==> src/rtl/fp_add_unit.sv <==
// fp_add_unit: multi-cycle IEEE-754 single-precision adder/subtractor with start/busy/done handshake
module fp_add_unit #(
  parameter logic [31:0] QNAN = 32'h7FC00000
) (
  input  logic        clk,
  input  logic        rst_n,
  input  logic        start,
  input  logic        op_sub,
  input  logic        wr_req,
  input  logic [31:0] fs,
  input  logic [31:0] ft,
  input  logic [4:0]  fd_in,
  output logic        busy,
  output logic        done,
  output logic [31:0] result,
  output logic [4:0]  fd_out,
  output logic        fp_wr_en
);
  typedef enum logic [2:0] {IDLE, ALIGN, ADD, NORM, ROUND} state_t;
  state_t state;
  logic [31:0] a_r, b_r, spec_v_r;
  logic [4:0] fd_r;
  logic wr_r, sgn_r, sub_r, zs_r, spec_r, nz_r;
  logic [26:0] fa_r, fb_r, nm_r;
  logic [7:0] exp_r;
  logic [27:0] sum_r;
  logic [9:0] ne_r;
  logic [7:0] ea, eb, el, es, diff;
  logic [22:0] ma, mb;
  logic nan_a, nan_b, inf_a, inf_b, spec_c, swap, sl, ss, lost;
  logic [31:0] spec_v;
  logic [23:0] sig_l, sig_s;
  logic [26:0] ext, sh, fb_c;
  logic [4:0] lz;
  logic [26:0] nm_c;
  logic [9:0] ne_c, re;
  logic up;
  logic [24:0] rs;
  logic [22:0] frac;
  logic [31:0] res_c;
  // Unpack, flush denormals, detect specials, order by magnitude and align the smaller operand
  always_comb begin
    ea = a_r[30:23];
    eb = b_r[30:23];
    ma = ea == 8'd0 ? 23'd0 : a_r[22:0];
    mb = eb == 8'd0 ? 23'd0 : b_r[22:0];
    nan_a = ea == 8'hff && ma != 23'd0;
    nan_b = eb == 8'hff && mb != 23'd0;
    inf_a = ea == 8'hff && ma == 23'd0;
    inf_b = eb == 8'hff && mb == 23'd0;
    spec_c = nan_a | nan_b | inf_a | inf_b;
    spec_v = (nan_a | nan_b | (inf_a & inf_b & (a_r[31] ^ b_r[31]))) ? QNAN :
             inf_a ? {a_r[31], 8'hff, 23'd0} : {b_r[31], 8'hff, 23'd0};
    swap = {eb, mb} > {ea, ma};
    el = swap ? eb : ea;
    es = swap ? ea : eb;
    sig_l = {el != 8'd0, swap ? mb : ma};
    sig_s = {es != 8'd0, swap ? ma : mb};
    sl = swap ? b_r[31] : a_r[31];
    ss = swap ? a_r[31] : b_r[31];
    diff = el - es;
    ext = {sig_s, 3'b000};
    sh = ext >> diff;
    lost = |(ext & ((27'd1 << diff) - 27'd1));
    fb_c = diff >= 8'd27 ? {26'd0, sig_s != 24'd0} : {sh[26:1], sh[0] | lost};
  end
  // Normalise the raw sum: carry-out shifts right, otherwise leading-zero count and shift left
  always_comb begin
    lz = 5'd0;
    for (int i = 0; i < 27; i++) if (sum_r[i]) lz = 5'(26 - i);
    nm_c = sum_r[27] ? {sum_r[27:2], sum_r[1] | sum_r[0]} : sum_r[26:0] << lz;
    ne_c = sum_r[27] ? {2'b00, exp_r} + 10'd1 : {2'b00, exp_r} - {5'd0, lz};
  end
  // Round to nearest even, renormalise on carry, clamp to Inf or zero and pack
  always_comb begin
    up = nm_r[2] & (nm_r[1] | nm_r[0] | nm_r[3]);
    rs = {1'b0, nm_r[26:3]} + {24'd0, up};
    re = rs[24] ? ne_r + 10'd1 : ne_r;
    frac = rs[24] ? rs[23:1] : rs[22:0];
    res_c = spec_r ? spec_v_r :
            nz_r ? {zs_r, 31'd0} :
            (!re[9] && re >= 10'd255) ? {sgn_r, 8'hff, 23'd0} :
            (re[9] || re == 10'd0) ? {sgn_r, 31'd0} :
            {sgn_r, re[7:0], frac};
  end
  // Sequencer and pipeline registers; one stage per state, outputs registered in ROUND
  always_ff @(posedge clk or negedge rst_n) begin
    if (!rst_n) begin
      state <= IDLE;
      busy <= 1'b0;
      done <= 1'b0;
      fp_wr_en <= 1'b0;
      result <= 32'd0;
      fd_out <= 5'd0;
      a_r <= 32'd0;
      b_r <= 32'd0;
      fd_r <= 5'd0;
      wr_r <= 1'b0;
      fa_r <= 27'd0;
      fb_r <= 27'd0;
      exp_r <= 8'd0;
      sgn_r <= 1'b0;
      sub_r <= 1'b0;
      zs_r <= 1'b0;
      spec_r <= 1'b0;
      spec_v_r <= 32'd0;
      sum_r <= 28'd0;
      nm_r <= 27'd0;
      ne_r <= 10'd0;
      nz_r <= 1'b0;
    end else begin
      done <= 1'b0;
      fp_wr_en <= 1'b0;
      case (state)
        IDLE: if (start) begin
          a_r <= fs;
          b_r <= {ft[31] ^ op_sub, ft[30:0]};
          fd_r <= fd_in;
          wr_r <= wr_req;
          busy <= 1'b1;
          state <= ALIGN;
        end
        ALIGN: begin
          fa_r <= {sig_l, 3'b000};
          fb_r <= fb_c;
          exp_r <= el;
          sgn_r <= sl;
          sub_r <= sl ^ ss;
          zs_r <= sl & ss;
          spec_r <= spec_c;
          spec_v_r <= spec_v;
          state <= ADD;
        end
        ADD: begin
          sum_r <= sub_r ? {1'b0, fa_r} - {1'b0, fb_r} : {1'b0, fa_r} + {1'b0, fb_r};
          state <= NORM;
        end
        NORM: begin
          nm_r <= nm_c;
          ne_r <= ne_c;
          nz_r <= sum_r == 28'd0;
          state <= ROUND;
        end
        ROUND: begin
          result <= res_c;
          fd_out <= fd_r;
          done <= 1'b1;
          fp_wr_en <= wr_r;
          busy <= 1'b0;
          state <= IDLE;
        end
        default: state <= IDLE;
      endcase
    end
  end
endmodule
==> config.mk <==
export PLATFORM = sky130hd
export DESIGN_NAME = fp_add_unit
export DESIGN_NICKNAME = d
export VERILOG_FILES = /design/src/rtl/fp_add_unit.sv
export SDC_FILE = /design/constraint.sdc
export NUM_CORES = 1
export LEC_CHECK = 0
export CAP_MARGIN = 0
export CORE_ASPECT_RATIO = 0.6
export CORE_MARGIN = 1.5
export CORE_UTILIZATION = 30
export DETAILED_ROUTE_END_ITERATION = 16
export GPL_TIMING_DRIVEN = 0
export SYNTH_ARGS = -nofsm -noshare
export SYNTH_HDL_FRONTEND = slang
export SYNTH_SLANG_ARGS = --single-unit
==> constraint.sdc <==
create_clock -name clk -period 14.2 [get_ports clk]
set_input_delay 2.84 -clock clk [delete_from_list [all_inputs] [get_ports clk]]
set_output_delay 2.84 -clock clk [all_outputs]
set_load 0.01 [all_outputs]
==> results.yml <==
setup_path:
  cp_max_fo: 10
  cpPeakStageDelay_ps: 850
  cpMaxStageDelayCell: "nor3_1"
  cp_common_cell: "clkbuf_1"
  cp.required_ps: 14690
  cp-start-kind: "flip-flop"
  crit_path_end_kind: "flip-flop"
  cp.arrival_ps: 10090
  critPathKind: "flip-flop to flip-flop"
timing:
  relSlewSlack_pct: 8.027
  skew_ps: 21.10
  fmax_mhz: 104.2
  rsz0062_at_grt: "no"
  worstMarginPinSlew_ps: 1365
  period_share_pct: 67.59
  finalMaxSlewViolations: 0
  finalSetupViolations: 0
  period_minus_slack_ps: 9597
  finalHoldViolations: 0
grt:
  grt_pass1_wl_mm: 117.7
  grt_start_max_net_pins: 123
  grt_pass1_vias: 17360
  overflow: 0
  grt_util_all_layers_pct: 25.06
  antenna_found_initial: 0
detailed_routing:
  ant_nets: 0
  dr.pass1.iters: 6
  drtIter0Drc: 2742
  wl_per_cell_um: 24.84
  via_count: 18780
  avgViaCountPerCell: 5.870
  drcViolationCount: 0
  finalWirelength_mm: 79.48
place:
  gp_congestion: 1.055
  placedCellCount: 3149
  hpwl_mm: 65.20
  io_buffers: 113
clock_tree:
  postCtsSetupRepairBufs: 0
  cts-root-buf: "clkbuf_16"
  htree_num_levels: 1
  clock_path_buffers: 3
  clkSinkCount: 245
  clkTransAtPathRegs_ps: 70
  cts_resized: 0
  cts_made_buffers: 28
  cts_tree: "built"
  holdBufCountCts: 0
  clock_latency_ps: 580
layout:
  drive_gt1_share_pct: 7.973
  final_cell_mix: "nand2_1 (310), dfrtp_1 (245), o21ai_0 (192)"
  post-route-util_pct: 35.96
  final_common_cell: "nand2_1"
  area_delta_synth_final_pct: 17.36
  stdcell_count: 3200
  fin_nets: 2529
logic_synthesis:
  synth_cell_type_count: 98
  synth_warnings: 0
  synth_seq_cells: 245
  syn_inst: 2217
  netlist.top_cell.by_area: "dfrtp_1"
  netlist.area_leader.share_pct: 33.50
  synth_seq_area_share_pct: 33.50
  async_flop_share_pct: 100.0
  yosys_most_used_dff: "dfrtp_1"
  synth_edf_count: 0
  syn_nets: 2383
  synth.area.top_cells: "dfrtp_1 (33%), nand2_1 (6.4%), ha_1 (6.2%), o21ai_0 (5.3%), mux2_2 (4.6%)"
  syn_area_per_cell_um2: 8.256
  synth_area_mm2: 0.01830
floorplanning:
  die-area_mm2: 0.06255
  coreArea_mm2: 0.05974
  die_y_um: 194.3
  rows: 69
  ioPinCount: 114
  die_w_um: 321.9
  start_util_pct: 30.64
job:
  maxCapViolations: 0
worst_hold_path:
  hold_class: "flip-flop to flip-flop"
outcome:
  status: "completed"
## critical path, delay by kind of cell (launching register included)
| family | cells | cell delay (ps) |
|---|---|---|
| AO/OA/AOI/OAI | 5 | 1360 |
| adder cells (fa/ha/maj) | 2 | 340 |
| buffers and inverters | 9 | 3470 |
| flip-flops | 1 | 370 |
| AND/OR/NAND/NOR | 12 | 3930 |
## stage by stage
stage	TNS [ps]	setup slack, ps	hold slack [ps]	cell area [um^2]
after floorplan	0	8268	434.6	18300
after global placement	-88200	-407.0	454.1	20450
after detailed placement	0	5290	454.2	20520
final	0	4603	469.7	21480
after global routing	0	4297	502.6	21480
after CTS	0	5245	468.4	21480
## kinds of logic after synthesis
family | after synthesis | share of synthesized area (%)
and+or+nand+nor | 760 | 19.19
adders and majority gates | 92 | 6.371
muxes | 143 | 9.454
xor gates and xnor gates | 66 | 3.158
AOI/OAI and AO/OA | 660 | 22.95
DFF | 245 | 33.50
buffers and inverters | 251 | 5.380
## state kept, by name (all words and copies together) (netlist names), 3 cells and up
signal,flops
a_r,32
b_r,32
exp_r,8
fa_r,24
fb_r,27
fd_out,5
fd_r,5
ne_r,10
nm_r,27
result,32
spec_v_r,3
state,3
sum_r,28
## final timing paths
path	end	start	slack, ps	cells after the start
min in group asynchronous	ne_r[6]$_DFFE_PN0P_	rst_n	2200	1
hold / removal	fd_out[4]$_DFFE_PN0P_	fd_r[4]$_DFFE_PN0P_	470	2
hold reg to reg	fd_out[4]$_DFFE_PN0P_	fd_r[4]$_DFFE_PN0P_	470	2
setup / recovery	fb_r[12]$_DFFE_PN0P_	b_r[24]$_DFFE_PN0P_	4600	28
max in group asynchronous	a_r[7]$_DFFE_PN0P_	rst_n	10990	2
setup reg to reg	fb_r[12]$_DFFE_PN0P_	b_r[24]$_DFFE_PN0P_	4600	28
## metal layers
layer | vias to the layer above | wire, um | global-route usage [%]
li1 | 8341 | - | -
met5 | - | 0 | 0
met2 | 1059 | 26420 | 28.38
met4 | 0 | 884 | 2.778
met1 | 9329 | 40770 | 42.33
met3 | 54 | 11410 | 9.847
## synthesized netlist by cell type, types with 5 or more instances
library cell / instances
o211ai_1: 20
mux2i_1: 51
o221ai_1: 6
o311ai_0: 8
a22o_1: 12
and3_1: 15
a22oi_1: 17
a32oi_1: 5
nand2b_1: 16
nor2_1: 187
and2_1: 11
a31oi_1: 38
o22ai_1: 23
nor4_1: 18
nor3_1: 46
nand3_1: 55
ha_1: 90
nor2b_1: 9
clkbuf_1: 116
or2_2: 6
o31ai_1: 21
xnor2_1: 45
buf_2: 10
a41oi_1: 5
dfrtp_1: 245
a221oi_1: 12
a21o_1: 25
a21oi_1: 150
o21ai_0: 192
xor2_1: 21
a2bb2oi_1: 5
a2111oi_0: 6
nand4_1: 34
mux2_2: 75
o21a_1: 11
nand2_1: 310
or3_1: 13
buf_1: 15
a211oi_1: 42
clkinv_1: 6
mux4_2: 16
o21bai_1: 12
inv_1: 98
## cell type report
class                      count  area, um^2
sequential                   245        6131
clock inverter                 9       128.9
fill                        6248       38260
timing repair buffer         116        1195
buffer                       147       594.3
inverter                     104       390.4
clock buffer                  41       830.8
antenna                        1       2.502
tap                          816        1021
multi-input combinational   1721       11190
Power is left out: the tool's default activity adds up to more than one toggle a clock period on the data nets, which glitch-free logic cannot reach.
